## config.mk

```make
export PLATFORM = sky130hd
export DESIGN_NAME = tlu_cmd_arbiter
export DESIGN_NICKNAME = d
export VERILOG_FILES = /design/src/rtl/tlu_cmd_arbiter_pkg.sv /design/src/rtl/tlu_cmd_arbiter_rr_picker.sv /design/src/rtl/tlu_cmd_arbiter.sv
export SDC_FILE = /design/constraint.sdc
export NUM_CORES = 1
export LEC_CHECK = 0
export CAP_MARGIN = 40
export CORE_MARGIN = 2
export CORE_UTILIZATION = 30
export CTS_CLUSTER_DIAMETER = 60
export CTS_CLUSTER_SIZE = 28
export DETAILED_ROUTE_END_ITERATION = 6
export DONT_BUFFER_PORTS = 1
export HOLD_SLACK_MARGIN = 0.12
export PLACE_DENSITY = 0.41
export SYNTH_ARGS = -nofsm -noshare
export SYNTH_HDL_FRONTEND = slang
export SYNTH_SLANG_ARGS = --single-unit
```

## constraint.sdc

```tcl
create_clock -name CLK -period 3.2 [get_ports CLK]
set_input_delay 0.48 -clock CLK [delete_from_list [all_inputs] [get_ports CLK]]
set_output_delay 0.48 -clock CLK [all_outputs]
set_load 0.02 [all_outputs]
```

## src/rtl/tlu_cmd_arbiter_pkg.sv

```systemverilog
`default_nettype none
// ============================================================================
// Module   : tlu_cmd_arbiter_pkg
// Brief    : Shared encodings and widths for the TLU command-start arbiter.
// Revision : 1.0
// ============================================================================
package tlu_cmd_arbiter_pkg;

    localparam logic [2:0] ST_IDLE           = 3'd0;
    localparam logic [2:0] ST_START          = 3'd1;
    localparam logic [2:0] ST_WAIT_CMD_BUSY  = 3'd2;
    localparam logic [2:0] ST_WAIT_CMD_READY = 3'd3;
    localparam logic [2:0] ST_RELEASE        = 3'd4;

    localparam logic ARB_FIXED = 1'b0;
    localparam logic ARB_RR    = 1'b1;

    localparam int TRIG_CNT_W  = 32;
    localparam int ABORT_CNT_W = 8;
    localparam int TIMEOUT_W   = 8;

    function automatic logic [7:0] sat_inc8(input logic [7:0] v);
        return (v == 8'hFF) ? v : v + 8'd1;
    endfunction

endpackage
`default_nettype wire

```

## src/rtl/tlu_cmd_arbiter_rr_picker.sv

```systemverilog
`default_nettype none
// ============================================================================
// Module   : rr_picker
// Brief    : Selects one eligible requester, fixed priority or round robin.
// Revision : 1.0
// ============================================================================
module rr_picker
    import tlu_cmd_arbiter_pkg::*;
#(
    parameter  int NREQ = 3,
    localparam int PW   = $clog2(NREQ)
) (
    input  logic [NREQ-1:0] i_elig,
    input  logic [PW-1:0]   i_ptr,
    input  logic            i_arb_mode,
    output logic [NREQ-1:0] o_onehot,
    output logic [PW-1:0]   o_idx
);

    logic [PW:0] w_j;
    logic        w_found;

    // Scan starts at the pointer in round-robin mode, at 0 otherwise.
    always_comb begin
        o_onehot = '0;
        o_idx    = '0;
        w_found  = 1'b0;
        w_j      = '0;
        for (int i = 0; i < NREQ; i++) begin
            w_j = (i_arb_mode == ARB_RR) ? ({1'b0, i_ptr} + (PW+1)'(i)) : (PW+1)'(i);
            if (w_j >= (PW+1)'(NREQ)) begin
                w_j = w_j - (PW+1)'(NREQ);
            end
            if (!w_found && i_elig[w_j[PW-1:0]]) begin
                w_found                 = 1'b1;
                o_onehot[w_j[PW-1:0]]   = 1'b1;
                o_idx                   = w_j[PW-1:0];
            end
        end
    end

endmodule
`default_nettype wire

```

## src/rtl/tlu_cmd_arbiter.sv

```systemverilog
`default_nettype none
// ============================================================================
// Module   : tlu_cmd_arbiter
// Brief    : Shares the command-start resource among trigger requesters.
// Revision : 1.0
// ============================================================================
module tlu_cmd_arbiter
    import tlu_cmd_arbiter_pkg::*;
#(
    parameter int NREQ = 3,
    parameter int IDW  = 3
) (
    input  logic                   CLK,
    input  logic                   RESET_N,
    input  logic [NREQ-1:0]        REQ,
    input  logic [NREQ-1:0]        REQ_MASK,
    input  logic                   ARB_MODE,
    input  logic                   CMD_EXT_START_ENABLE,
    input  logic                   FIFO_NEAR_FULL,
    input  logic                   CMD_READY,
    input  logic [TIMEOUT_W-1:0]   CMD_READY_TIME_OUT,
    output logic                   CMD_EXT_START_FLAG,
    output logic [NREQ-1:0]        GNT,
    output logic [IDW-1:0]         GNT_ID,
    output logic [NREQ-1:0]        DONE,
    output logic [NREQ-1:0]        ABORT,
    output logic                   BUSY,
    output logic [TRIG_CNT_W-1:0]  TRIGGER_COUNT,
    output logic [ABORT_CNT_W-1:0] ABORT_COUNT
);

    localparam int PW = $clog2(NREQ);

    logic [2:0]             state_q, state_d;
    logic [NREQ-1:0]        gnt_q, gnt_d;
    logic [IDW-1:0]         gnt_id_q, gnt_id_d;
    logic                   flag_q, flag_d;
    logic [NREQ-1:0]        done_q, done_d;
    logic [NREQ-1:0]        abort_q, abort_d;
    logic                   busy_q, busy_d;
    logic [TRIG_CNT_W-1:0]  trigger_count_q, trigger_count_d;
    logic [ABORT_CNT_W-1:0] abort_count_q, abort_count_d;
    logic [TIMEOUT_W-1:0]   tmo_cnt_q, tmo_cnt_d;
    logic [PW-1:0]          ptr_q, ptr_d;

    logic [NREQ-1:0]        w_elig;
    logic [NREQ-1:0]        w_win_onehot;
    logic [PW-1:0]          w_win_idx;
    logic                   w_grant_ok;

    assign w_elig     = REQ & ~REQ_MASK;
    assign w_grant_ok = (|w_elig) && CMD_EXT_START_ENABLE && !FIFO_NEAR_FULL && CMD_READY;

    rr_picker #(
        .NREQ (NREQ)
    ) u_picker (
        .i_elig     (w_elig),
        .i_ptr      (ptr_q),
        .i_arb_mode (ARB_MODE),
        .o_onehot   (w_win_onehot),
        .o_idx      (w_win_idx)
    );

    always_comb begin
        state_d         = state_q;
        gnt_d           = gnt_q;
        gnt_id_d        = gnt_id_q;
        flag_d          = 1'b0;
        done_d          = '0;
        abort_d         = '0;
        trigger_count_d = trigger_count_q;
        abort_count_d   = abort_count_q;
        ptr_d           = ptr_q;
        tmo_cnt_d       = (state_q == ST_WAIT_CMD_BUSY) ? sat_inc8(tmo_cnt_q) : '0;

        case (state_q)
            ST_IDLE: begin
                if (w_grant_ok) begin
                    state_d  = ST_START;
                    gnt_d    = w_win_onehot;
                    gnt_id_d = IDW'(w_win_idx);
                    flag_d   = 1'b1;
                    ptr_d    = (w_win_idx == PW'(NREQ-1)) ? '0 : w_win_idx + PW'(1);
                end
            end
            ST_START: begin
                state_d = ST_WAIT_CMD_BUSY;
            end
            ST_WAIT_CMD_BUSY: begin
                if (!CMD_READY) begin
                    state_d = ST_WAIT_CMD_READY;
                end else if ((CMD_READY_TIME_OUT != '0) && (tmo_cnt_q >= CMD_READY_TIME_OUT)) begin
                    state_d       = ST_RELEASE;
                    abort_d       = gnt_q;
                    abort_count_d = sat_inc8(abort_count_q);
                end
            end
            ST_WAIT_CMD_READY: begin
                if (CMD_READY) begin
                    state_d         = ST_RELEASE;
                    done_d          = gnt_q;
                    trigger_count_d = trigger_count_q + 1'b1;
                end
            end
            ST_RELEASE: begin
                // Leave only once the granted requester has withdrawn its request.
                if ((REQ & gnt_q) == '0) begin
                    state_d = ST_IDLE;
                    gnt_d   = '0;
                end
            end
            default: begin
                state_d = ST_IDLE;
                gnt_d   = '0;
            end
        endcase

        busy_d = (state_d != ST_IDLE);
    end

    always_ff @(posedge CLK or negedge RESET_N) begin
        if (!RESET_N) begin
            state_q         <= ST_IDLE;
            gnt_q           <= '0;
            gnt_id_q        <= '0;
            flag_q          <= 1'b0;
            done_q          <= '0;
            abort_q         <= '0;
            busy_q          <= 1'b0;
            trigger_count_q <= '0;
            abort_count_q   <= '0;
            tmo_cnt_q       <= '0;
            ptr_q           <= '0;
        end else begin
            state_q         <= state_d;
            gnt_q           <= gnt_d;
            gnt_id_q        <= gnt_id_d;
            flag_q          <= flag_d;
            done_q          <= done_d;
            abort_q         <= abort_d;
            busy_q          <= busy_d;
            trigger_count_q <= trigger_count_d;
            abort_count_q   <= abort_count_d;
            tmo_cnt_q       <= tmo_cnt_d;
            ptr_q           <= ptr_d;
        end
    end

    assign CMD_EXT_START_FLAG = flag_q;
    assign GNT                = gnt_q;
    assign GNT_ID             = gnt_id_q;
    assign DONE               = done_q;
    assign ABORT              = abort_q;
    assign BUSY               = busy_q;
    assign TRIGGER_COUNT      = trigger_count_q;
    assign ABORT_COUNT        = abort_count_q;

endmodule
`default_nettype wire

```

## After elaboration in Yosys (flattened, before gate mapping)

Index checks and enable logic that the tools add are counted.

- Register bits after elaboration: 66
- Bits in latches: 0
- RAM bits: 0
- Bits in read-only memories: 0
- Bits of input ports: 20
- Output and inout bits: 54
- Memories: 0

- Add/subtract/negate cells: 9
- $mul: 0
- Divide/modulo/power cells: 0
- Magnitude comparators: 10
- Eq/ne operators: 10
- Shift operators: 0
- Multiplexer cells: 45
- Bitwise operators: 7
- Reductions and logical operators: 22

Operators with widths:

| kind | number |
|---|---|
| $mux 3 | 17 |
| $add 32x1->32 const B | 1 |
| $add 8x1->8 const B | 2 |
| $eq 8x8->1 const B | 2 |
| $mux 2 | 8 |
| $mux 8 | 2 |
| $pmux 3 s5 | 1 |
| $mux 1 | 10 |
| $ge 3x2->1 const B | 3 |
| $logic_and 1x1->1 | 9 |
| $lt 2x3->1 const B | 3 |
| $pmux 3 s3 | 1 |
| $ge 8x8->1 | 1 |
| $reduce_bool 8->1 | 1 |
| $and 3x3->3 | 2 |
| $bmux 1 s2 | 3 |
| $demux 1 s2 | 3 |
| $eq 3x2->1 const B | 2 |
| $ge 2x1->1 const B | 3 |
| $logic_not 3->1 | 2 |
| $ne 2x2->1 const B | 3 |
| $or 3x3->3 | 2 |
| $reduce_or 3->1 | 2 |
| $sub 2x2->2 const B | 3 |
| other kinds (13) | 17 |

## Longest topological paths before layout

Gate-level depths: netlist of the first run.

- Word-level depth: 14
- Mapped depth: 10

## Hierarchy

A second synthesis of the first run with hierarchy kept.

- Cell total of the unflattened synthesis: 332
- Area, all modules: 3420.8 µm²

By module, submodules not included:

| module | instances | cells an instance | area each (µm²) |
|---|---|---|---|
| tlu_cmd_arbiter | 1 | 294 | 3161.8 |
| rr_picker | 1 | 38 | 259.0 |

## Worst setup path before layout of the first run

No wires, ideal clock.

- Kind: reg2reg
- Start: reg ptr_q[0]
- End: reg ptr_q[0]
- Library setup time: 0.121 ns
- Arrival: 2.460 ns
- Data required time: 3.079 ns
- Setup slack: 0.619 ns
- Cell stages (with the launch flop): 11
- Buffers on the path: 0
- Period minus slack after synthesis: 2.581 ns
- Cell sequence: dfrtp_1 ha_1 and2_1 ha_1 or3b_4 o211ai_4 mux2i_1 a22o_4 nor2_4 nor3_2 a22o_1

- Longest elaborated chain between the ends: 14

RTL lines:

| what | line | text |
|---|---|---|
| from (decl) | tlu_cmd_arbiter.sv:44 | `logic [PW-1:0] ptr_q, ptr_d;` |
| from (signal assigned) | tlu_cmd_arbiter.sv:145 | `ptr_q <= ptr_d;` |
| branches (longest 11 deep; another with $add 2x1->3) | - |  |
| $mux 2 (*) | tlu_cmd_arbiter_rr_picker.sv:34 | `if (!w_found && i_elig[w_j[PW-1:0]]) begin` |
| $add 2x1->2 / $eq 2x2->1 (equally long branches) | tlu_cmd_arbiter.sv:83 | `ptr_d = (w_win_idx == PW'(NREQ-1)) ? '0 : w_win_idx + PW'(1);` |
| $mux 2 (*) | tlu_cmd_arbiter.sv:83 |  |

Every way passes the cells marked *. The select of a mux whose other input is x is not followed.
A chain may end at the register's enable or synchronous reset.

## Worst setup path after layout of the first run

- Start: reg ptr_q[0]
- End: reg gnt_q[1] (netlist: GNT[1])

- Longest elaborated chain between the ends: 14

RTL lines:

| what | line | text |
|---|---|---|
| $add 2x1->3 / $mux 2 (equally long branches) | tlu_cmd_arbiter_rr_picker.sv:30 | `w_j = (i_arb_mode == ARB_RR) ? ({1'b0, i_ptr} + (PW+1)'(i)) : (PW+1)'(i);` |
| $mux 3, or another cell as far along | tlu_cmd_arbiter_rr_picker.sv:30 |  |
| $ge 3x2->1, or another cell as far along | tlu_cmd_arbiter_rr_picker.sv:31 | `if (w_j >= (PW+1)'(NREQ)) begin` |
| $mux 2, or another cell as far along | tlu_cmd_arbiter_rr_picker.sv:31 |  |
| $lt 2x3->1 (implied by the code), or another cell as far along | tlu_cmd_arbiter_rr_picker.sv:36 | `o_onehot[w_j[PW-1:0]] = 1'b1;` |
| $logic_and 1x1->1 (implied by the code), or another cell as far along | tlu_cmd_arbiter_rr_picker.sv:36 |  |
| $mux 1 (implied by the code), or another cell as far along | tlu_cmd_arbiter_rr_picker.sv:36 |  |
| $demux 1 s2, or another cell as far along | - |  |
| $or 3x3->3 (no line) / $mux 1 (equally long branches) | - |  |
| $mux 3 / $logic_not 1->1 (equally long branches) | tlu_cmd_arbiter_rr_picker.sv:34 |  |
| $or 3x3->3 (no line) / $logic_and 1x1->1 (equally long branches) | - |  |
| $mux 3 (*) | tlu_cmd_arbiter_rr_picker.sv:34 |  |
| $mux 3 (*) | tlu_cmd_arbiter.sv:78 | `if (w_grant_ok) begin` |
| $pmux 3 s3 (*) | tlu_cmd_arbiter.sv:76 | `case (state_q)` |
| to (signal assigned) | tlu_cmd_arbiter.sv:136 | `gnt_q <= gnt_d;` |
| to (decl) | tlu_cmd_arbiter.sv:35 | `logic [NREQ-1:0] gnt_q, gnt_d;` |

Every way passes the cells marked *; elsewhere a longest branch is shown, timed or not. The select of a mux whose other input is x is not followed.

==> results of run 1 <==
## state kept, by name (all words and copies together) (netlist names)
signal,flops
ABORT,3
ABORT_COUNT,8
BUSY,1
CMD_EXT_START_FLAG,1
DONE,3
GNT,3
GNT_ID,2
TRIGGER_COUNT,32
ptr_q,2
state_q,3
tmo_cnt_q,8
## critical path: cells and delay by family, from the launching register on
| kind | cells | cell delay (ns) |
|---|---|---|
| AOI/OAI and AO/OA | 3 | 0.80 |
| adders and majority gates | 2 | 0.61 |
| DFF | 1 | 0.44 |
| muxes | 1 | 0.12 |
| and+or+nand+nor | 3 | 0.68 |
## layout make-up
cell class	count	area share
sequential	66	0.420
timing repair buffer	3	0.0114
inverter	16	0.0153
clock buffer	13	0.0661
multi-input combinational	249	0.442
tap	143	0.0455
## power groups by stage
stage                     clock [uW]  sequential (uW)  combinational, uW
after floorplan                    0             1110                520
after global placement             0             1160                611
after detailed placement           0             1160                620
after CTS                        922             1150                646
after global routing             955             1160                732
final                            885             1140                638
## placed cells by master (no fill, tap or decap), drive strengths merged, types with 2 or more instances in the layout
master / netlist / layout
and2: 9 / 9
ha: 18 / 18
and3: 8 / 8
clkbuf: 1 / 13
or4: 2 / 2
a221oi: 2 / 2
a22oi: 2 / 2
and4: 2 / 2
o311ai: 2 / 2
xnor2: 26 / 26
or3: 2 / 2
a211oi: 3 / 3
mux2i: 3 / 3
inv: 15 / 15
xor2: 12 / 12
a22o: 2 / 2
buf: 2 / 2
nor3: 9 / 9
dfrtp: 66 / 66
a21oi: 7 / 7
o211ai: 3 / 3
nor2b: 5 / 5
nand2b: 7 / 7
a31oi: 7 / 7
mux2: 4 / 4
nand2: 35 / 35
nand4: 11 / 11
o21ai: 9 / 9
nor2: 26 / 26
nand3: 17 / 17
## routing by layer
metal	wire [um]	vias up
met5	0	-
met4	167	0
met3	517	12
met2	3490	71
met1	3520	1155
li1	-	1200
## final timing paths
kind / from / end / slack (ns)
max: ptr_q[0] / GNT[1] / 0.42
min: CMD_READY / state_q[0] / 0.31
max reg2reg: ptr_q[0] / GNT[1] / 0.42
min reg2reg: state_q[1] / state_q[1] / 0.51
max in group asynchronous: RESET_N / TRIGGER_COUNT[25] / 2.22
min in group asynchronous: RESET_N / TRIGGER_COUNT[14] / 0.68
## logic make-up (layout without fill, tap and decap cells)
group,after synthesis,in the layout,synth area share
other cells,1,1,0.00108
compound gates,48,48,0.108
mux,7,7,0.0216
flops,66,66,0.476
simple gates,137,137,0.211
buf+inv,19,32,0.0220
xor+xnor,38,38,0.0960
fa+ha+maj,18,18,0.0649
## through the flow
step	cells	util	power [uW]	cell area, um2
finish	490	0.346	2670	3940
floorplan	334	-	1630	3470
global route	490	0.346	2850	3940
detailed placement	475	0.320	1780	3640
CTS	490	0.346	2720	3940
global placement	475	0.320	1770	3640
## repair_timing
action,in CTS,in global routing
buffers inserted,0,0
endpoints found under the hold margin,66,0
hold buffers,2,0
==> metrics.txt, run 1 <==
Net Sw Frac=0.339; Root Buffer=clkbuf_16; Pint=1760 uW; net count after synthesis=372; RSZ-0062 raised after global routing=false; clk_skew=0.00716 ns; Max-Cap Viols=0; RD Place Congestion=0.742; final WL=7690 um; die area=12400 um2; post-synth top area cell=dfrtp_1; Yosys top cell area share=0.476; Netlist Area Pre-Place=3470 um2; top post-synthesis cells by count=66 x dfrtp_1, 35 x nand2_1, 26 x xnor2_1; Post-synth top flop=dfrtp_1; Worst EP arrival=2.98 ns; Gates resized, CTS repair=0; maximum clock rate=0.360 GHz; met3 Use GR=0.0408; CP cell instances=ha_1 > and2_1 > ha_1 > or3b_4 > o211ai_4 > mux2i_1 > a22o_4 > a2111oi_1 > nor3_1; clock network power share=0.332; clock latency at the later pin of the worst-skew pair=0.33 ns; total global-route track usage=0.131; sequential cell area=1650 um2; clk sinks=66; Port Buffers=0; Vert. Die Dim=112 um; average wire per standard cell=15.7 um; maximum fanout along the worst path=6; Synth Instances=334; multi-input logic area=1740 um2; top post-synthesis cells by area=dfrtp_1 48%, xnor2_1 6.6%, ha_1 6.5%; Initial Util=0.305; Final Slew Violations=0; hold slack=0.309 ns; Crit path largest cell delay=0.44 ns; CTS tree=done; Cell Rows=39; Filler cells=1142; initial drt markers=127; Nets=383; clock buffer count from CTS=9; die width=112 um; clock buffer depth=2; Slew HR=0.565; initial antenna violation count=0; slowest stage cell, crit path=dfrtp_1; Avg Cell Area, Syn=10.4 um2; post-synthesis cell type count=58; most frequent cell after synthesis=dfrtp_1; fraction of layout cells with a size suffix above 1=0.0865; #FFs+latches synth=66; Hold Path Stages=1; min cycle time layout=2.78 ns; synth warn=0; P_leak=0.00179 uW; CORE AREA=11400 um2; dpl hpwl=5640 um; Overflow after GRT=0; CP Launch Type=flip-flop; via/cell ratio=4.98; Seq/Total Area, Yosys=0.476; Antenna Cells=0; Gate power share=0.239; status=finished, final reports clean; Post-synth EDFFs=0; ys async rst share=1.00; VDD IR max=0.249 mV; Final Hold Viols=0; met1 usage=0.165; final setup TNS=0 ns; drc violations=0; NetSw=902 uW; area delta synth->final=13.5%; Clock transition at path regs=0.05 ns; final setup fails=0; cell repeated most along the worst path=ha_1; first-pass GRT wire length=12900 um; drt first pass iters=4; Worst Hold Class=input port to flip-flop; vias in the first global route=2541; sequential share of power=0.428; H-tree lvl count=3; setup slack at placement=0.439 ns; pin count of the biggest net entering global routing=67; pwr dens=677 nW/um2; crit end category=flip-flop; gr busiest metal=met2; I/O Pins=74; Setup WS post-layout=0.420 ns; post-route ant nets=0; worst-margin pin slew=0.651 ns; DR vias=2438; grt met2 use=0.202; Worst Reg2Reg Path Length in Cells=9; final period utilization=0.869; critical path type=flip-flop to flip-flop; required time of the critical path=3.40 ns
(Power assumes the default switching activity.)
==> run 2, diff against run 1 <==
MAX_ROUTING_LAYER = met4   (was not set)
==> run 2 against run 1 <==
  * Clock-buffer cell count unchanged
  * Die area did not move
  * Total power barely moved
  * Clock power barely moved
  * Maximum frequency grew 0.19%
  * Final cell count unchanged
  * Sequential share of layout area did not move
  * Design area unchanged
  * Largest cell class unchanged
  * Wire length up 0.12%
==> metrics.txt, run 2 (synthesis gave the netlist of run 1 again) <==
status=finished, final reports clean; Max-Cap Viols=0; drc violations=0; I/O Pins=74; Clock transition at path regs=0.05 ns; Worst EP arrival=2.97 ns; Worst Hold Class=input port to flip-flop; CORE AREA=11400 um2; Largest register FFs=32; Hold Path Stages=1; die width=112 um; maximum clock rate=0.360 GHz; P_leak=0.00179 uW; clock buffer count from CTS=9; grt met2 use=0.202; sequential cell area=1650 um2; crit end category=flip-flop; final instance area=3940 um2; final setup fails=0; clock buffer depth=2; Net Sw Frac=0.339; required time of the critical path=3.40 ns; pin count of the biggest net entering global routing=67; Vert. Die Dim=112 um; Nets=383; Initial Util=0.305; RD Place Congestion=0.751; average wire per standard cell=15.7 um; H-tree lvl count=3; most frequent cells in the layout=66 x dfrtp_1, 35 x nand2_1, 26 x xnor2_1; hold buffers post-CTS=2; Final Hold Viols=0; total setup buffers inserted after CTS=0; DR vias=2423; CP Launch Type=flip-flop; most common cell after layout, fill and taps aside=dfrtp_1; vias in the first global route=2553; Antenna Cells=0; Pint=1760 uW; Slew HR=0.556; Filler cells=1142; dpl hpwl=5640 um; Root Buffer=clkbuf_16; gr busiest metal=met2; pwr dens=677 nW/um2; critical path type=flip-flop to flip-flop; final period utilization=0.867; min cycle time layout=2.78 ns; Cell Rows=39; multi-input logic area=1740 um2; final WL=7700 um; setup slack, reg-to-reg=0.42 ns; clock latency at the later pin of the worst-skew pair=0.33 ns; die area=12400 um2; RSZ-0062 raised after global routing=false; Gate power share=0.239; initial antenna violation count=0; first-pass GRT wire length=12900 um; Gates resized, CTS repair=0; NetSw=902 uW; post-route ant nets=0; clk sinks=66; worst-margin pin slew=0.665 ns; final setup TNS=0 ns; sequential share of power=0.429; CTS tree=done; clock network power share=0.333; maximum fanout along the worst path=6; Overflow after GRT=0; VDD IR max=0.249 mV; Port Buffers=0; via/cell ratio=4.94; drt first pass iters=4; dpl cell area=3640 um2; area delta synth->final=13.5%; total global-route track usage=0.135; Final Slew Violations=0; met3 Use GR=0.0403; clk_skew=0.00774 ns; met1 usage=0.166; initial drt markers=126; fraction of layout cells with a size suffix above 1=0.0865; Worst Reg2Reg Path Length in Cells=9
## run 2: worst paths after layout
check,startpoint,to
max reg2reg,ptr_q[0],GNT[1]
min in group asynchronous,RESET_N,TRIGGER_COUNT[14]
max in group asynchronous,RESET_N,TRIGGER_COUNT[25]
max,ptr_q[0],GNT[1]
min reg2reg,state_q[1],state_q[1]
min,CMD_READY,state_q[0]
## run 2: layout make-up
cell class              count  share of cell area
flip-flops and latches     66               0.420
multi-input cells         249               0.442
inverters                  16              0.0153
clock buffers              13              0.0661
well taps                 143              0.0455
repair buffers              3              0.0114
## run 2: power by group through the flow
stage                     Sequential, uW  Combinational, uW  Clock [uW]
final                               1140                636         887
after global routing                1160                732         955
after CTS                           1150                646         922
after detailed placement            1160                620           0
after global placement              1160                611           0
after floorplan                     1110                520           0
## run 2: layer usage
layer / vias to the layer above / part of all wire / wire length, um
met4: 0 / 0.015 / 112
met2: 75 / 0.46 / 3500
met5: - / 0 / 0
met3: 8 / 0.070 / 540
li1: 1201 / - / -
met1: 1139 / 0.46 / 3540
## run 2: stage by stage
step / std cells / hold slack, ns / total power (uW) / util / setup slack (ns)
2_1_floorplan: 334 / 0.184 / 1630 / - / 0.619
3_3_place_gp: 475 / 0.186 / 1770 / 0.320 / 0.508
3_5_place_dp: 475 / 0.186 / 1780 / 0.320 / 0.439
4_1_cts: 490 / 0.288 / 2720 / 0.346 / 0.418
5_1_grt: 490 / 0.294 / 2850 / 0.346 / 0.206
6_report: 490 / 0.307 / 2670 / 0.346 / 0.425
## run 2: worst max-delay path: stages (launching register included)
cell and delay (ns):
dfrtp_1 0.44, ha_1 0.36, and2_1 0.15, ha_1 0.24, or3b_4 0.44, o211ai_4 0.21
mux2i_1 0.12, a22o_4 0.30, a2111oi_1 0.29, nor3_1 0.09
==> run 3, diff against run 2 <==
CORE_UTILIZATION = 53   (was 30)
PLACE_DENSITY = 0.65   (was 0.41)
==> run 3 against run 2 <==
  * Global-route usage rose by 6.7 points
  * Die area fell by 42%
  * Maximum frequency fell by 0.37%
  * Critical path depth did not move
  * Wire length fell by 14%
  * Worst hold slack improved by 0.0098 ns
  * Utilization rose by 25 points
  * Clock skew fell by 0.0015 ns
  * Highest routed layer unchanged
  * Clock-buffer cell count did not move
  * Clock power fell by 20%
  * Sequential power barely moved
  * Sequential share of layout area rose by 1.6 points
==> metrics.txt, run 3 (synthesis gave the netlist of run 1 again) <==
die width=84.9 um; final WL=6640 um; clk sinks=66; I/O Pins=74; Worst Hold Class=input port to flip-flop; initial drt markers=53; status=finished, final reports clean; setup slack, reg-to-reg=0.41 ns; met3 Use GR=0.0623; most frequent cells in the layout=66 x dfrtp_1, 35 x nand2_1, 26 x xnor2_1; clock latency at the later pin of the worst-skew pair=0.33 ns; CP cell instances=ha_1 > and2_1 > ha_1 > mux2_2 > a2bb2oi_1 > nor2_1 > a22o_4 > a2111oi_1 > nor3_1; Largest register FFs=32; pwr dens=653 nW/um2; pin count of the biggest net entering global routing=67; Final Hold Viols=0; critical path type=flip-flop to flip-flop; worst reg2reg endpoint=GNT[1]; Final Slew Violations=0; dpl hpwl=4910 um; min cycle time layout=2.79 ns; Clock transition at path regs=0.06 ns; crit end category=flip-flop; final non-filler cell total=425; slowest stage cell, crit path=dfrtp_1; worst-margin pin slew=0.633 ns; maximum fanout along the worst path=6; average wire per standard cell=15.6 um; via/cell ratio=5.74; Nets=382; Cell Rows=29; Antenna Cells=0; CP Launch Type=flip-flop; final period utilization=0.870; DR vias=2441; dpl cell area=3550 um2; Port Buffers=0; drc violations=0; H-tree lvl count=3; Max-Cap Viols=0; CORE AREA=6350 um2; Root Buffer=clkbuf_8; maximum clock rate=0.359 GHz; VDD IR max=0.442 mV; most common cell after layout, fill and taps aside=dfrtp_1; RD Place Congestion=0.810; final instance area=3790 um2; CTS tree=done; final setup TNS=0 ns; required time of the critical path=3.41 ns; clock buffer depth=2; P_leak=0.00177 uW; vias in the first global route=2427; crit path from=ptr_q[0]; Filler cells=565; RSZ-0062 raised after global routing=false; Slew HR=0.577; Overflow after GRT=0; fraction of layout cells with a size suffix above 1=0.0920; post-route ant nets=0; cell repeated most along the worst path=ha_1; clk_skew=0.00627 ns; Setup crit end=GNT[1]; Worst Reg2Reg Path Length in Cells=9; Initial Util=0.546; Crit path largest cell delay=0.45 ns; placed insts=408; area delta synth->final=9.27%; gr busiest metal=met2; die area=7210 um2; met1 usage=0.248; initial antenna violation count=0; Worst EP arrival=2.99 ns; final setup fails=0; total global-route track usage=0.202; drt first pass iters=6; clock buffer count from CTS=9; Gates resized, CTS repair=0; first-pass GRT wire length=11300 um; Vert. Die Dim=84.9 um; Crit Reg-Reg Startpoint=ptr_q[0]; grt met2 use=0.314
==> run 3: changes by cell type in the layout (fill, tap and decap cells not counted), sizes merged <==
cell / previous run / this run
buf: 2 / 1
bufinv: 0 / 1
clkinv: 1 / 2
==> run 3: how the worst min path moves through the flow <==
stage | from | endpoint | cells after the start
detailed placement | RESET_N | TRIGGER_COUNT[15] | 0
global placement | RESET_N | TRIGGER_COUNT[15] | 0
global route | CMD_READY | state_q[0] | 1
floorplan | RESET_N | ABORT[0] | 0
CTS | CMD_READY | state_q[0] | 1
finish | CMD_READY | state_q[0] | 1
==> run 3: worst max-delay path, delay by kind of cell, from the launching register on <==
family	cells	cell delay, ns
AO/OA/AOI/OAI	3	0.89
adder cells (fa/ha/maj)	2	0.59
flip-flops	1	0.45
multiplexers	1	0.37
AND/OR/NAND/NOR	3	0.36
==> run 3: stage by stage <==
stage | hold slack, ns | setup WS (ns) | utilization | power [uW]
2_1_floorplan | 0.184 | 0.619 | - | 1630
3_3_place_gp | 0.186 | 0.518 | 0.559 | 1740
3_5_place_dp | 0.186 | 0.416 | 0.559 | 1760
4_1_cts | 0.297 | 0.407 | 0.597 | 2500
5_1_grt | 0.308 | 0.194 | 0.597 | 2630
6_report | 0.317 | 0.414 | 0.597 | 2470
==> run 3: report_power, final <==
part           internal, uW  leakage [uW]  total (uW)  switching [uW]
registers               933      0.000894        1130             201
clock network           419      0.000106         714             295
logic                   272      0.000768         626             354
==> run 3: repair_timing <==
item                                    in CTS  in global routing
hold endpoints to repair                    66                  0
setup buffers                                0                  0
hold buffers                                 2                  0
endpoints found under the setup margin       0                  0
==> run 3: final cells by class <==
type | instances | area (um2) | share of cell area
Timing Repair Buffer | 2 | 37.5 | 0.00990
Tap cell | 77 | 96.3 | 0.0254
Multi-Input combinational cell | 249 | 1740 | 0.459
Clock buffer | 13 | 169 | 0.0446
Inverter | 16 | 60.1 | 0.0158
Clock inverter | 2 | 35.0 | 0.00924
Sequential cell | 66 | 1650 | 0.436
==> run 3: routing by layer <==
layer | wire, um | share of wire
met1 | 3080 | 0.46
met2 | 3090 | 0.46
met3 | 367 | 0.055
met4 | 111 | 0.017
met5 | 0 | 0
